===== config.mk =====
export PLATFORM = sky130hd
export DESIGN_NAME = ulpi_rx_framer
export DESIGN_NICKNAME = d
export VERILOG_FILES = /design/src/rtl/ulpi_rx_framer_pkg.sv /design/src/rtl/ulpi_rx_framer_fifo.sv /design/src/rtl/ulpi_rx_framer.sv
export SDC_FILE = /design/constraint.sdc
export NUM_CORES = 1
export LEC_CHECK = 0
export CAP_MARGIN = 20
export CELL_PAD_IN_SITES_DETAIL_PLACEMENT = 0
export CELL_PAD_IN_SITES_GLOBAL_PLACEMENT = 2
export CORE_ASPECT_RATIO = 0.9
export CORE_UTILIZATION = 40
export DETAILED_ROUTE_END_ITERATION = 12
export PLACE_DENSITY_LB_ADDON = 0.3
export SYNTH_ARGS = -nofsm -noshare
export SYNTH_HDL_FRONTEND = slang
export SYNTH_SLANG_ARGS = --single-unit

===== constraint.sdc =====
create_clock -name i_clk -period 3.7 [get_ports i_clk]
set_input_delay 0.37 -clock i_clk [delete_from_list [all_inputs] [get_ports i_clk]]
set_output_delay 0.37 -clock i_clk [all_outputs]
set_load 0.03 [all_outputs]

===== src/rtl/ulpi_rx_framer_pkg.sv =====
// Shared types and constants for the ULPI receive framer.
package ulpi_rx_framer_pkg;

    // Tag carried alongside every byte in the output stream.
    typedef enum logic [1:0] {
        TagData = 2'b00,
        TagCmd  = 2'b01,
        TagSop  = 2'b10,
        TagEop  = 2'b11
    } tag_e;

    // Decoder state.
    typedef enum logic [1:0] {
        StIdle = 2'b00,
        StTurn = 2'b01,
        StBus  = 2'b10,
        StPkt  = 2'b11
    } state_e;

    // RxEvent field of an RX CMD (bits 5:4).
    localparam logic [1:0] RxEvActive = 2'b01;
    localparam logic [1:0] RxEvError  = 2'b11;

    // Flag positions inside the EOP byte.
    localparam int unsigned EopErrBit   = 7;
    localparam int unsigned EopOvfBit   = 6;
    localparam int unsigned EopTruncBit = 5;
    localparam int unsigned EopAbortBit = 4;

    localparam int unsigned EntryW = 10;

    typedef struct packed {
        tag_e       tag;
        logic [7:0] data;
    } entry_t;

    function automatic logic [7:0] eop_flags(input logic err, input logic ovf,
                                             input logic trunc, input logic abort);
        logic [7:0] f;
        f              = '0;
        f[EopErrBit]   = err;
        f[EopOvfBit]   = ovf;
        f[EopTruncBit] = trunc;
        f[EopAbortBit] = abort;
        return f;
    endfunction

endpackage


===== src/rtl/ulpi_rx_framer_fifo.sv =====
// Synchronous first-word-fall-through FIFO with an explicit occupancy count.
module ulpi_rx_framer_fifo #(
    parameter int unsigned WIDTH = 10,
    parameter int unsigned DEPTH = 16
) (
    input  logic                           i_clk,
    input  logic                           i_rst,
    input  logic                           i_push,
    input  logic [WIDTH-1:0]               i_wdata,
    input  logic                           i_pop,
    output logic [WIDTH-1:0]               o_rdata,
    output logic                           o_valid,
    output logic [$clog2(DEPTH+1)-1:0]     o_count
);

    localparam int unsigned PtrW = $clog2(DEPTH);
    localparam int unsigned CntW = $clog2(DEPTH + 1);

    logic [WIDTH-1:0] r_mem [DEPTH];
    logic [PtrW-1:0]  r_wr_ptr;
    logic [PtrW-1:0]  r_rd_ptr;
    logic [CntW-1:0]  r_count;
    logic             w_full;
    logic             w_empty;
    logic             w_do_push;
    logic             w_do_pop;

    assign w_full    = (r_count == CntW'(DEPTH));
    assign w_empty   = (r_count == '0);
    assign w_do_pop  = i_pop && !w_empty;
    // A push into a full FIFO is still legal when the head leaves on the same edge.
    assign w_do_push = i_push && (!w_full || w_do_pop);

    assign o_rdata = r_mem[r_rd_ptr];
    assign o_valid = !w_empty;
    assign o_count = r_count;

    // Storage array write, no reset needed for payload.
    always_ff @(posedge i_clk) begin
        if (w_do_push) begin
            r_mem[r_wr_ptr] <= i_wdata;
        end
    end

    // Pointer and count bookkeeping; pointers wrap at the power-of-two depth.
    always_ff @(posedge i_clk or posedge i_rst) begin
        if (i_rst) begin
            r_wr_ptr <= '0;
            r_rd_ptr <= '0;
            r_count  <= '0;
        end else begin
            if (w_do_push) r_wr_ptr <= r_wr_ptr + PtrW'(1);
            if (w_do_pop)  r_rd_ptr <= r_rd_ptr + PtrW'(1);
            if (w_do_push && !w_do_pop) begin
                r_count <= r_count + CntW'(1);
            end else if (!w_do_push && w_do_pop) begin
                r_count <= r_count - CntW'(1);
            end
        end
    end

endmodule


===== src/rtl/ulpi_rx_framer.sv =====
// Passive ULPI receive decoder: turns PHY-driven cycles into a tagged byte stream.
module ulpi_rx_framer
    import ulpi_rx_framer_pkg::*;
#(
    parameter int unsigned FIFO_DEPTH = 16,
    parameter int unsigned CMD_PASS   = 1,
    parameter int unsigned MAX_PKT    = 1024,
    parameter int unsigned LEN_W      = 11
) (
    input  logic             i_clk,
    input  logic             i_rst,
    input  logic [7:0]       i_ulpi_data,
    input  logic             i_ulpi_dir,
    input  logic             i_ulpi_nxt,
    output logic [7:0]       o_out_data,
    output logic [1:0]       o_out_tag,
    output logic             o_out_valid,
    input  logic             i_out_ready,
    output logic [1:0]       o_line_state,
    output logic [1:0]       o_vbus_state,
    output logic             o_rx_active,
    output logic [LEN_W-1:0] o_pkt_len,
    output logic [7:0]       o_pkt_drop,
    output logic             o_overflow
);

    localparam int unsigned      CntW   = $clog2(FIFO_DEPTH + 1);
    localparam logic [LEN_W-1:0] MaxLen = LEN_W'(MAX_PKT);

    logic [7:0]       r_s1_data;
    logic             r_s1_dir;
    logic             r_s1_nxt;
    state_e           r_state;
    state_e           w_state_next;
    logic [1:0]       w_rx_event;

    // FSM action strobes
    logic w_start, w_data, w_cmd, w_rxcmd, w_end, w_abort, w_set_err;

    // Per-packet context
    logic             r_drop, r_err, r_ovf_pkt, r_trunc;
    logic [LEN_W-1:0] r_len;

    // Status registers
    logic [1:0]       r_line_state, r_vbus_state;
    logic [LEN_W-1:0] r_pkt_len;
    logic [7:0]       r_pkt_drop;
    logic             r_overflow;

    // Space accounting and write path
    logic [CntW-1:0]  w_count;
    logic [31:0]      w_used;
    logic             w_room_sop, w_room_byte;
    logic             w_sop_ok, w_sop_rej, w_data_ok, w_data_lost;
    logic             w_cmd_ok, w_cmd_lost, w_eop_ok, w_skid_clash;
    entry_t           w_new_a, w_new_b;
    logic [1:0]       w_new_cnt;
    entry_t           r_skid;
    logic             r_skid_v;
    logic             w_push;
    entry_t           w_wdata;
    logic [EntryW-1:0] w_rdata;

    assign w_rx_event = r_s1_data[5:4];

    // S1: single registration of the bus, the FSM only looks at this copy.
    always_ff @(posedge i_clk or posedge i_rst) begin
        if (i_rst) begin
            r_s1_data <= '0;
            r_s1_dir  <= 1'b0;
            r_s1_nxt  <= 1'b0;
        end else begin
            r_s1_data <= i_ulpi_data;
            r_s1_dir  <= i_ulpi_dir;
            r_s1_nxt  <= i_ulpi_nxt;
        end
    end

    // FSM state register.
    always_ff @(posedge i_clk or posedge i_rst) begin
        if (i_rst) r_state <= StIdle;
        else       r_state <= w_state_next;
    end

    // FSM next-state decode.
    always_comb begin
        w_state_next = r_state;
        unique case (r_state)
            StIdle: if (r_s1_dir) w_state_next = StTurn;
            StTurn: begin
                if (!r_s1_dir)     w_state_next = StIdle;
                else if (r_s1_nxt) w_state_next = StPkt;
                else               w_state_next = StBus;
            end
            StBus: begin
                if (!r_s1_dir)                          w_state_next = StIdle;
                else if (r_s1_nxt || w_rx_event[0])     w_state_next = StPkt;
            end
            StPkt: begin
                if (!r_s1_dir)                          w_state_next = StIdle;
                else if (!r_s1_nxt && !w_rx_event[0])   w_state_next = StBus;
            end
        endcase
    end

    // FSM action outputs for the cycle currently held in S1.
    always_comb begin
        w_start   = 1'b0;
        w_data    = 1'b0;
        w_cmd     = 1'b0;
        w_rxcmd   = 1'b0;
        w_end     = 1'b0;
        w_abort   = 1'b0;
        w_set_err = 1'b0;
        unique case (r_state)
            StIdle: ;
            StTurn: w_start = r_s1_dir && r_s1_nxt;
            StBus: begin
                if (r_s1_dir && !r_s1_nxt) begin
                    w_rxcmd = 1'b1;
                    // An RX CMD that opens a packet becomes the SOP, not a CMD entry.
                    if (w_rx_event == RxEvActive || w_rx_event == RxEvError) w_start = 1'b1;
                    else                                                      w_cmd   = 1'b1;
                end else if (r_s1_dir) begin
                    w_start = 1'b1;
                    w_data  = 1'b1;
                end
            end
            StPkt: begin
                if (!r_s1_dir) begin
                    w_end   = 1'b1;
                    w_abort = 1'b1;
                end else if (r_s1_nxt) begin
                    w_data = 1'b1;
                end else begin
                    w_rxcmd   = 1'b1;
                    w_set_err = (w_rx_event == RxEvError);
                    w_end     = !w_rx_event[0];
                end
            end
        endcase
    end

    assign o_rx_active = (r_state == StPkt);

    // The skid entry is already committed, so it counts against free space.
    assign w_used      = 32'(w_count) + 32'(r_skid_v);
    assign w_room_sop  = (w_used + 32'd3) <= 32'(FIFO_DEPTH);
    assign w_room_byte = (w_used + 32'd2) <= 32'(FIFO_DEPTH);

    // Admission decisions against the space reservation rules.
    always_comb begin
        w_sop_ok    = w_start && w_room_sop;
        w_sop_rej   = w_start && !w_room_sop;
        w_data_ok   = w_data && !w_start && !r_drop && w_room_byte;
        w_data_lost = w_data && !w_start && !r_drop && !w_room_byte;
        w_cmd_ok    = w_cmd && (CMD_PASS != 0) && w_room_byte;
        w_cmd_lost  = w_cmd && (CMD_PASS != 0) && !w_room_byte;
        w_eop_ok    = w_end && !r_drop;
    end

    // Build up to two new entries; only SOP with its first DATA byte yields two.
    always_comb begin
        w_new_a   = entry_t'{tag: TagData, data: 8'h00};
        w_new_b   = entry_t'{tag: TagData, data: r_s1_data};
        w_new_cnt = 2'd0;
        if (w_sop_ok) begin
            w_new_a   = entry_t'{tag: TagSop, data: 8'h00};
            w_new_cnt = w_data ? 2'd2 : 2'd1;
        end else if (w_data_ok) begin
            w_new_a   = entry_t'{tag: TagData, data: r_s1_data};
            w_new_cnt = 2'd1;
        end else if (w_cmd_ok) begin
            w_new_a   = entry_t'{tag: TagCmd, data: r_s1_data};
            w_new_cnt = 2'd1;
        end else if (w_eop_ok) begin
            w_new_a   = entry_t'{tag: TagEop, data: eop_flags(r_err, r_ovf_pkt, r_trunc, w_abort)};
            w_new_cnt = 2'd1;
        end
    end

    // Skid drains first; a new entry arriving behind it takes its place.
    always_comb begin
        w_push       = r_skid_v || (w_new_cnt != 2'd0);
        w_wdata      = r_skid_v ? r_skid : w_new_a;
        w_skid_clash = r_skid_v && (w_new_cnt == 2'd2);
    end

    // Skid register holding the byte displaced by a same-cycle SOP.
    always_ff @(posedge i_clk or posedge i_rst) begin
        if (i_rst) begin
            r_skid_v <= 1'b0;
            r_skid   <= entry_t'{tag: TagData, data: 8'h00};
        end else if (r_skid_v) begin
            r_skid_v <= (w_new_cnt != 2'd0);
            r_skid   <= w_new_a;
        end else begin
            r_skid_v <= (w_new_cnt == 2'd2);
            r_skid   <= w_new_b;
        end
    end

    // Per-packet flags and the saturating length counter.
    always_ff @(posedge i_clk or posedge i_rst) begin
        if (i_rst) begin
            r_drop    <= 1'b0;
            r_err     <= 1'b0;
            r_ovf_pkt <= 1'b0;
            r_trunc   <= 1'b0;
            r_len     <= '0;
        end else if (w_sop_ok) begin
            r_drop    <= 1'b0;
            r_err     <= 1'b0;
            r_ovf_pkt <= w_skid_clash;
            r_trunc   <= 1'b0;
            r_len     <= w_data ? LEN_W'(1) : '0;
        end else begin
            if (w_sop_rej) r_drop <= 1'b1;
            if (w_data && !w_start) begin
                if (r_len == MaxLen) r_trunc <= 1'b1;
                else                 r_len   <= r_len + LEN_W'(1);
            end
            if (w_set_err)                  r_err     <= 1'b1;
            if (w_data_lost || w_cmd_lost)  r_ovf_pkt <= 1'b1;
        end
    end

    // Exported line status, packet statistics and sticky overflow.
    always_ff @(posedge i_clk or posedge i_rst) begin
        if (i_rst) begin
            r_line_state <= '0;
            r_vbus_state <= '0;
            r_pkt_len    <= '0;
            r_pkt_drop   <= '0;
            r_overflow   <= 1'b0;
        end else begin
            if (w_rxcmd) begin
                r_line_state <= r_s1_data[1:0];
                r_vbus_state <= r_s1_data[3:2];
            end
            if (w_eop_ok) r_pkt_len <= r_len;
            if (w_sop_rej && r_pkt_drop != 8'hFF) r_pkt_drop <= r_pkt_drop + 8'd1;
            if (w_sop_rej || w_data_lost || w_cmd_lost || w_skid_clash) r_overflow <= 1'b1;
        end
    end

    ulpi_rx_framer_fifo #(
        .WIDTH (EntryW),
        .DEPTH (FIFO_DEPTH)
    ) u_fifo (
        .i_clk   (i_clk),
        .i_rst   (i_rst),
        .i_push  (w_push),
        .i_wdata (w_wdata),
        .i_pop   (i_out_ready),
        .o_rdata (w_rdata),
        .o_valid (o_out_valid),
        .o_count (w_count)
    );

    assign o_out_tag    = w_rdata[9:8];
    assign o_out_data   = w_rdata[7:0];
    assign o_line_state = r_line_state;
    assign o_vbus_state = r_vbus_state;
    assign o_pkt_len    = r_pkt_len;
    assign o_pkt_drop   = r_pkt_drop;
    assign o_overflow   = r_overflow;

endmodule

Word-level counts from Yosys, hierarchy flattened
Memories as Yosys holds them, arrays and structs flattened.
Cells that the tools add are included.
{"block": "totals", "register_bits": 75, "mem_bits_rw": 160, "in_bits": 13, "out_inout_bits": 36, "memories": 1}
{"block": "classes", "magnitude_cmp": 2, "n_reduce_logical": 48, "n_eq_ne": 13, "n_addsub": 9, "mux": 60}
{"memory": "u_fifo.r_mem", "words": 16, "word_bits": 10, "read_ports": 1, "rd_clocked_by_memory_dff": 0, "wr": 1, "line_no": "ulpi_rx_framer_fifo.sv:19", "source": "logic [WIDTH-1:0] r_mem [DEPTH];"}
{"op": "2-to-1 mux 10 bit", "n": 6}
{"op": "2-to-1 mux 1 bit", "n": 37}
{"op": "2-to-1 mux 11 bit", "n": 3}
{"op": "logical AND 1 bit", "n": 18}
{"op": "2-to-1 mux 2 bit", "n": 8}
{"op": "adder 6 x 2 -> 7 bit (second input constant)", "n": 2}
{"op": "<= comparator 7 x 5 -> 1 bit (second input constant)", "n": 2}
{"op": "nonzero test 2 bit", "n": 7}
{"op": "adder 11 x 1 -> 11 bit (second input constant)", "n": 1}
{"op": "== test 11 bit (second input constant)", "n": 1}
{"op": "logical NOT 1 bit", "n": 10}
{"op": "2-to-1 mux 5 bit", "n": 2}
{"op": "adder 4 x 1 -> 4 bit (second input constant)", "n": 2}
{"op": "adder 8 x 1 -> 8 bit (second input constant)", "n": 1}
{"op": "== test 2 bit (second input constant)", "n": 4}
{"op": "logical OR 1 bit", "n": 8}
{"op": "!= test 8 bit (second input constant)", "n": 1}
{"op": "one-hot mux 2 bit (4 select lines)", "n": 1}
{"op": "adder 5 x 1 -> 6 bit", "n": 1}
{"op": "one-hot mux 1 bit (2 select lines)", "n": 3}
{"op": "adder 5 x 1 -> 5 bit (second input constant)", "n": 1}
{"op": "== test 5 bit (second input constant)", "n": 1}
{"op": "logical NOT 5 bit", "n": 1}
{"op": "subtractor 5 x 1 -> 5 bit (second input constant)", "n": 1}
{"op": "other kinds (7)", "n": 10}

Logic depth before layout (Yosys ltp)
{"block": "logic_depth", "depth_word": 18, "mapped_depth": 20}

By module
Synthesis repeated with hierarchy kept, for this count alone.
{"block": "hier_totals", "hier_cells": 720, "area_unflattened_um2": 10344.9}
{"module": "ulpi_rx_framer_fifo", "cells_each": 376, "n_inst": 1, "seq_area_each_um2": 5129.9, "area_each_um2": 6924.1}
{"module": "ulpi_rx_framer", "cells_each": 344, "n_inst": 1, "seq_area_each_um2": 1551.5, "area_each_um2": 3420.8}

Worst setup path before layout
No wires, ideal clock.
{"block": "synth_timing", "path_kind": "flip-flop to flip-flop", "start": "register u_fifo.r_count[0] (netlist: u_fifo.o_count[0])", "end": "register u_fifo.r_count[4] (netlist: u_fifo.o_count[4])", "t_arrival_ns": 3.911, "path_slack_ns": -0.333, "n_path_buf": 1, "path_stages_with_launch": 21, "path_cell_list": "dfrtp_1 > ha_1 > ha_1 > xor2_1 > ha_1 > a21oi_1 > or4_1 > o21a_1 > o211ai_2 > o211ai_4 > nand2_4 > buf_4 > inv_1 > ha_1 > inv_1 > ha_1 > a21o_1 > a21oi_1 > xnor2_1 > nor2_1 > xnor2_1"}
{"block": "synth_via", "elab_chain_cells": 13, "word_cells_on_any_way": 29}
{"item": "from (decl)", "line_no": "ulpi_rx_framer_fifo.sv:22", "source": "logic [CntW-1:0] r_count;"}
{"item": "from (signal assigned)", "line_no": "ulpi_rx_framer_fifo.sv:55", "source": "r_count <= r_count + CntW'(1);"}
{"item": "from (signal assigned)", "line_no": "ulpi_rx_framer_fifo.sv:57", "source": "r_count <= r_count - CntW'(1);"}
{"item": "adder 5 x 1 -> 6 bit", "line_no": "ulpi_rx_framer.sv:147", "source": "assign w_used = 32'(w_count) + 32'(r_skid_v);"}
{"item": "adder 6 x 2 -> 7 bit", "line_no": "ulpi_rx_framer.sv:149", "source": "assign w_room_byte = (w_used + 32'd2) <= 32'(FIFO_DEPTH);"}
{"item": "<= comparator 7 x 5 -> 1 bit", "line_no": "ulpi_rx_framer.sv:149"}
{"item": "logical AND 1 bit", "line_no": "ulpi_rx_framer.sv:157", "source": "w_cmd_ok = w_cmd && (CMD_PASS != 0) && w_room_byte;"}
{"item": "2-to-1 mux 1 bit", "line_no": "ulpi_rx_framer.sv:173", "source": "end else if (w_cmd_ok) begin"}
{"item": "2-to-1 mux 1 bit", "line_no": "ulpi_rx_framer.sv:170", "source": "end else if (w_data_ok) begin"}
{"item": "2-to-1 mux 2 bit", "line_no": "ulpi_rx_framer.sv:167", "source": "if (w_sop_ok) begin"}
{"item": "nonzero test 2 bit", "line_no": "ulpi_rx_framer.sv:184", "source": "w_push = r_skid_v || (w_new_cnt != 2'd0);"}
{"item": "logical OR 1 bit", "line_no": "ulpi_rx_framer.sv:184"}
{"item": "logical AND 1 bit *", "line_no": "ulpi_rx_framer_fifo.sv:32", "source": "assign w_do_push = i_push && (!w_full || w_do_pop);"}
{"item": "via u_fifo.w_do_push", "line_no": "ulpi_rx_framer_fifo.sv:25", "source": "logic w_do_push;"}
{"item": "logical NOT 1 bit", "line_no": "ulpi_rx_framer_fifo.sv:56", "source": "end else if (!w_do_push && w_do_pop) begin"}
{"item": "logical AND 1 bit", "line_no": "ulpi_rx_framer_fifo.sv:56"}
{"item": "nonzero test 2 bit (no source line)"}
Mark *: on every way through the listed nets, which the timed path passes. The rest lies on a longest branch. The select of a mux whose other input is x is not followed.
A chain may end at the register's enable or synchronous reset.

Worst setup path in the final report
{"block": "layout_timing", "start": "register u_fifo.r_count[0] (netlist: u_fifo.o_count[0])", "end": "register u_fifo.r_count[3] (netlist: u_fifo.o_count[3])"}
The elaborated chain is that of the path after synthesis.

==> results by stage <==
STA:
- The worst setup skew after layout is 15.9 ps.
- Setup violations remaining at the end of the flow were counted as 0.
- The worst hold margin is 224 ps.
- The relative slew slack is 0.392.
- Subtracting the final worst setup slack from the clock period gives 3520 ps.
- The number of max-slew violations in the final report is 0.
- Dividing the final minimum period by the clock period gives 0.952.
- In the final timing run, aggregate negative setup slack is 0 ps.
- At the pin with the least slew margin, the transition time is 910 ps.
- The count of endpoints failing hold in the final timing report was 0.
- The minimum setup slack in the final design is 177 ps.
- Derived from the worst setup path, the maximum achievable clock frequency is 284 MHz.

Global routing:
- The wire length of the first global-routing pass is 32.4 mm.
- The initial antenna violation count is 0.
- Across every metal layer, demand over resource in global routing totals 0.163.
- The maximum number of pins on one net before global-route repair is 44.
- The number of global-route vias before repair is 5822.
- The total congestion overflow is 0.

Floorplan:
- The floorplan die height is 152 um.
- After floorplanning, the core was divided into 54 placement rows.
- The starting density of the core is 0.410.
- 49 I/O pins were placed.
- Measured along the x axis, the die boundary spans 169 um.
- The die covers 25700 um2.
- The placeable core region is 24500 um2.

Synthesis:
- edfxtp_1 takes more of the synthesized area than any other cell.
- The netlist area before placement is 10000 um2.
- In this run the mean area of a mapped cell was 15.9 um2.
- The proportion of synthesized chip area in sequential cells is 0.666.
- The share of synthesized area in the top cell type comes to 0.479.
- The library cell with the highest instance count after synthesis is edfxtp_1.
- The number of synthesized register bits is 235.
- In this run, distinct cell masters in the synthesized netlist total 58.
- After synthesis, the cell types taking the most area are edfxtp_1 48%, dfrtp_1 19%, mux4_2 11%, ha_1 2.6%, nand2_1 2.6%.
- Of all flip-flops after synthesis, the portion carrying an async set or reset was 0.319.
- In the synthesized netlist, the cells that appear most often are 160 x edfxtp_1, 75 x dfrtp_1, 69 x nand2_1, 50 x mux4_2, 31 x nor2_1.
- The most used flip-flop cell after synthesis is edfxtp_1.
- The synthesized instance count is 632.
- The count of yosys warnings during synthesis is 0.
- The number of synthesized flops with an enable pin is 160.
- The number of nets in the synthesized netlist is 667.

Power and ir drop:
- The design draws 8.71 mW.
- The fraction of power spent switching nets is 0.319.
- The maximum VDD drop is 0.000307 V.
- Dividing total power by cell area gives a power density of 721 nW/um2.
- The fraction of power consumed by the clock network is 0.283.
- The share of total power dissipated in sequential elements is 0.387.
- The total net switching power is 2.78 mW.
- The internal portion of the total power is 5.93 mW.
- The leakage power of the design is 4.32 nW.
- The fraction of power consumed by combinational cells is 0.330.

Clock tree:
- After clock tree synthesis, the clock-pin slew on the worst setup and hold paths is 60 ps.
- The number of clock buffers added by TritonCTS is 25.
- Counting along the longest clock path gives a buffer depth of 3.
- Counting every sink on the clock net gives 235.
- The clock root buffer master is clkbuf_16.
- The clock latency on the worst-skew pair is 530 ps.
- TritonCTS built the clock tree.
- CTS built an H-tree with a depth of 1.

Placed design:
- The HPWL after detailed placement is 13.0 mm.
- Prior to clock tree synthesis, the placed netlist has a worst setup slack of -71.8 ps.
- The congestion estimate from routability-driven global placement came to 0.848.
- The count of buffers from port buffering is 48.
- The placed cell area is 11200 um2.
- In this run, placement finished with an instance count of 1031.

Finish:
- The utilization after layout is 0.494.
- The signed area change from the synthesized netlist to the final layout is 20.6%.
- In the final layout, the share of cells above drive strength 1 is 0.239.
- The number of antenna repair diodes is 0.
- The number of filler instances in the final layout is 2116.
- Once layout is done, the placed cells without fillers occupy 12100 um2.
- The number of nets in the finished design is 758.
- The finished layout holds 1078 standard cells, fillers aside.

Worst setup path:
- Measured in cells, the most critical reg-to-reg path has a length of 18.
- The capturing element type of the critical path is a flip-flop.
- The worst setup path is launched from a flip-flop.
- The data required time of the worst path is 4100 ps.
- The arrival time of the worst setup path is 3920 ps.
- The worst setup path category is flip-flop to flip-flop.
- In this run the worst path has a maximum fanout of 7.

Detailed routing:
- For this block, the initial DRC count from the detailed router was 406.
- The number of detailed-routing iterations run before antenna repair is 4.
- The average wire per standard cell is 18.6 um.
- In the routed design, unresolved DRC markers number 0.
- In this run the remaining antenna-violating nets after routing total 0.
- For this block, the via count after detailed routing is 5486.
- The routed wire length is 20.1 mm.
- The detail-routed via count per cell is 5.09.

Outcome:
- The flow ran to the end, and the final reports show no timing, DRC or antenna violations.

Flow run:
- The max-capacitance violation count is 0.

Min path:
- The worst hold path belongs to the class input pin to asynchronous set/reset pin.
-- registers in the layout, summed over array words and instances (netlist names), 2 cells and up, named ones only --
name and cells:
r_s1_data 8, o_pkt_len 11, o_line_state 2, u_fifo.o_count 5, o_vbus_state 2, u_fifo.r_wr_ptr 4, u_fifo.r_mem 160, r_skid 10
o_pkt_drop 8, r_state 2, u_fifo.r_rd_ptr 4, r_len 11
-- routing by layer --
metal | vias up | track usage | share of wire
li1 | 2564 | - | -
met1 | 2773 | 0.223 | 0.45
met2 | 113 | 0.270 | 0.48
met3 | 36 | 0.0260 | 0.039
met4 | 0 | 0.0489 | 0.028
met5 | - | 0 | 0
-- cell usage in the layout (no fill, tap or decap), types with 7 or more instances in the layout --
| cell | n |
|---|---|
| buf_4 | 43 |
| dfrtp_1 | 73 |
| xnor2_1 | 18 |
| nand4_1 | 7 |
| clkbuf_1 | 8 |
| o21ai_0 | 24 |
| mux4_2 | 50 |
| and2_1 | 12 |
| inv_1 | 11 |
| mux2_2 | 12 |
| clkdlybuf4s50_1 | 48 |
| nor3_1 | 9 |
| xor2_1 | 8 |
| nand3_1 | 12 |
| a21oi_1 | 12 |
| edfxtp_1 | 160 |
| ha_1 | 15 |
| nand2_1 | 69 |
| nor2_1 | 31 |
| clkbuf_16 | 25 |
-- worst max-delay path, cell delays in order (launching register included) --
cell and delay (ps):
dfrtp_2 420, ha_4 180, ha_4 180, xor2_4 230, ha_4 220, a21oi_2 50
or4_1 470, o21a_1 130, o211ai_2 100, o211ai_4 130, nand2_4 70, inv_1 40
ha_2 180, inv_2 110, ha_1 250, a21o_1 180, a21oi_1 170, xor2_1 170
o21ai_0 90
-- power groups by stage --
stage | clock (mW) | combinational (mW) | sequential, mW
after floorplan | 0 | 1.96 | 3.36
after global placement | 0 | 2.76 | 3.41
after detailed placement | 0 | 2.81 | 3.42
after CTS | 2.54 | 2.84 | 3.38
after global routing | 2.64 | 3.12 | 3.41
final | 2.47 | 2.87 | 3.37
-- area by class of cell --
type	instances	area (um2)	share of cell area
multi-input cells	355	3290	0.272
flip-flops and latches	235	6680	0.553
clock inverters	13	160	0.0132
inverters	14	53.8	0.00445
clock buffers	33	656	0.0542
repair buffers	92	823	0.0681
well taps	336	420	0.0348
-- logic make-up after synthesis --
kind of cell,count (synthesis),share of synthesized area
AOI/OAI and AO/OA,59,0.0402
muxes,68,0.132
and+or+nand+nor,177,0.0886
DFF,235,0.666
buffers and inverters,42,0.0181
xor gates and xnor gates,29,0.0268
adders and majority gates,22,0.0282
-- repair_timing --
item	CTS	global route
hold buffers	0	0
pin swaps	2	4
buffers inserted	1	0
endpoints found under the setup margin	1	2
gates resized for setup	3	11
-- final timing paths --
path / endpoint / slack (ps) / startpoint
hold reg to reg: o_pkt_len[3] / 480 / o_pkt_len[3]
max in group asynchronous: r_len[0] / 2750 / i_rst
setup reg to reg: u_fifo.o_count[3] / 180 / u_fifo.o_count[0]
hold / removal: u_fifo.r_rd_ptr[1] / 220 / i_rst
min in group i_clk: r_s1_nxt / 290 / i_ulpi_nxt
setup / recovery: u_fifo.o_count[3] / 180 / u_fifo.o_count[0]
Power figures use the tool's default switching activity.
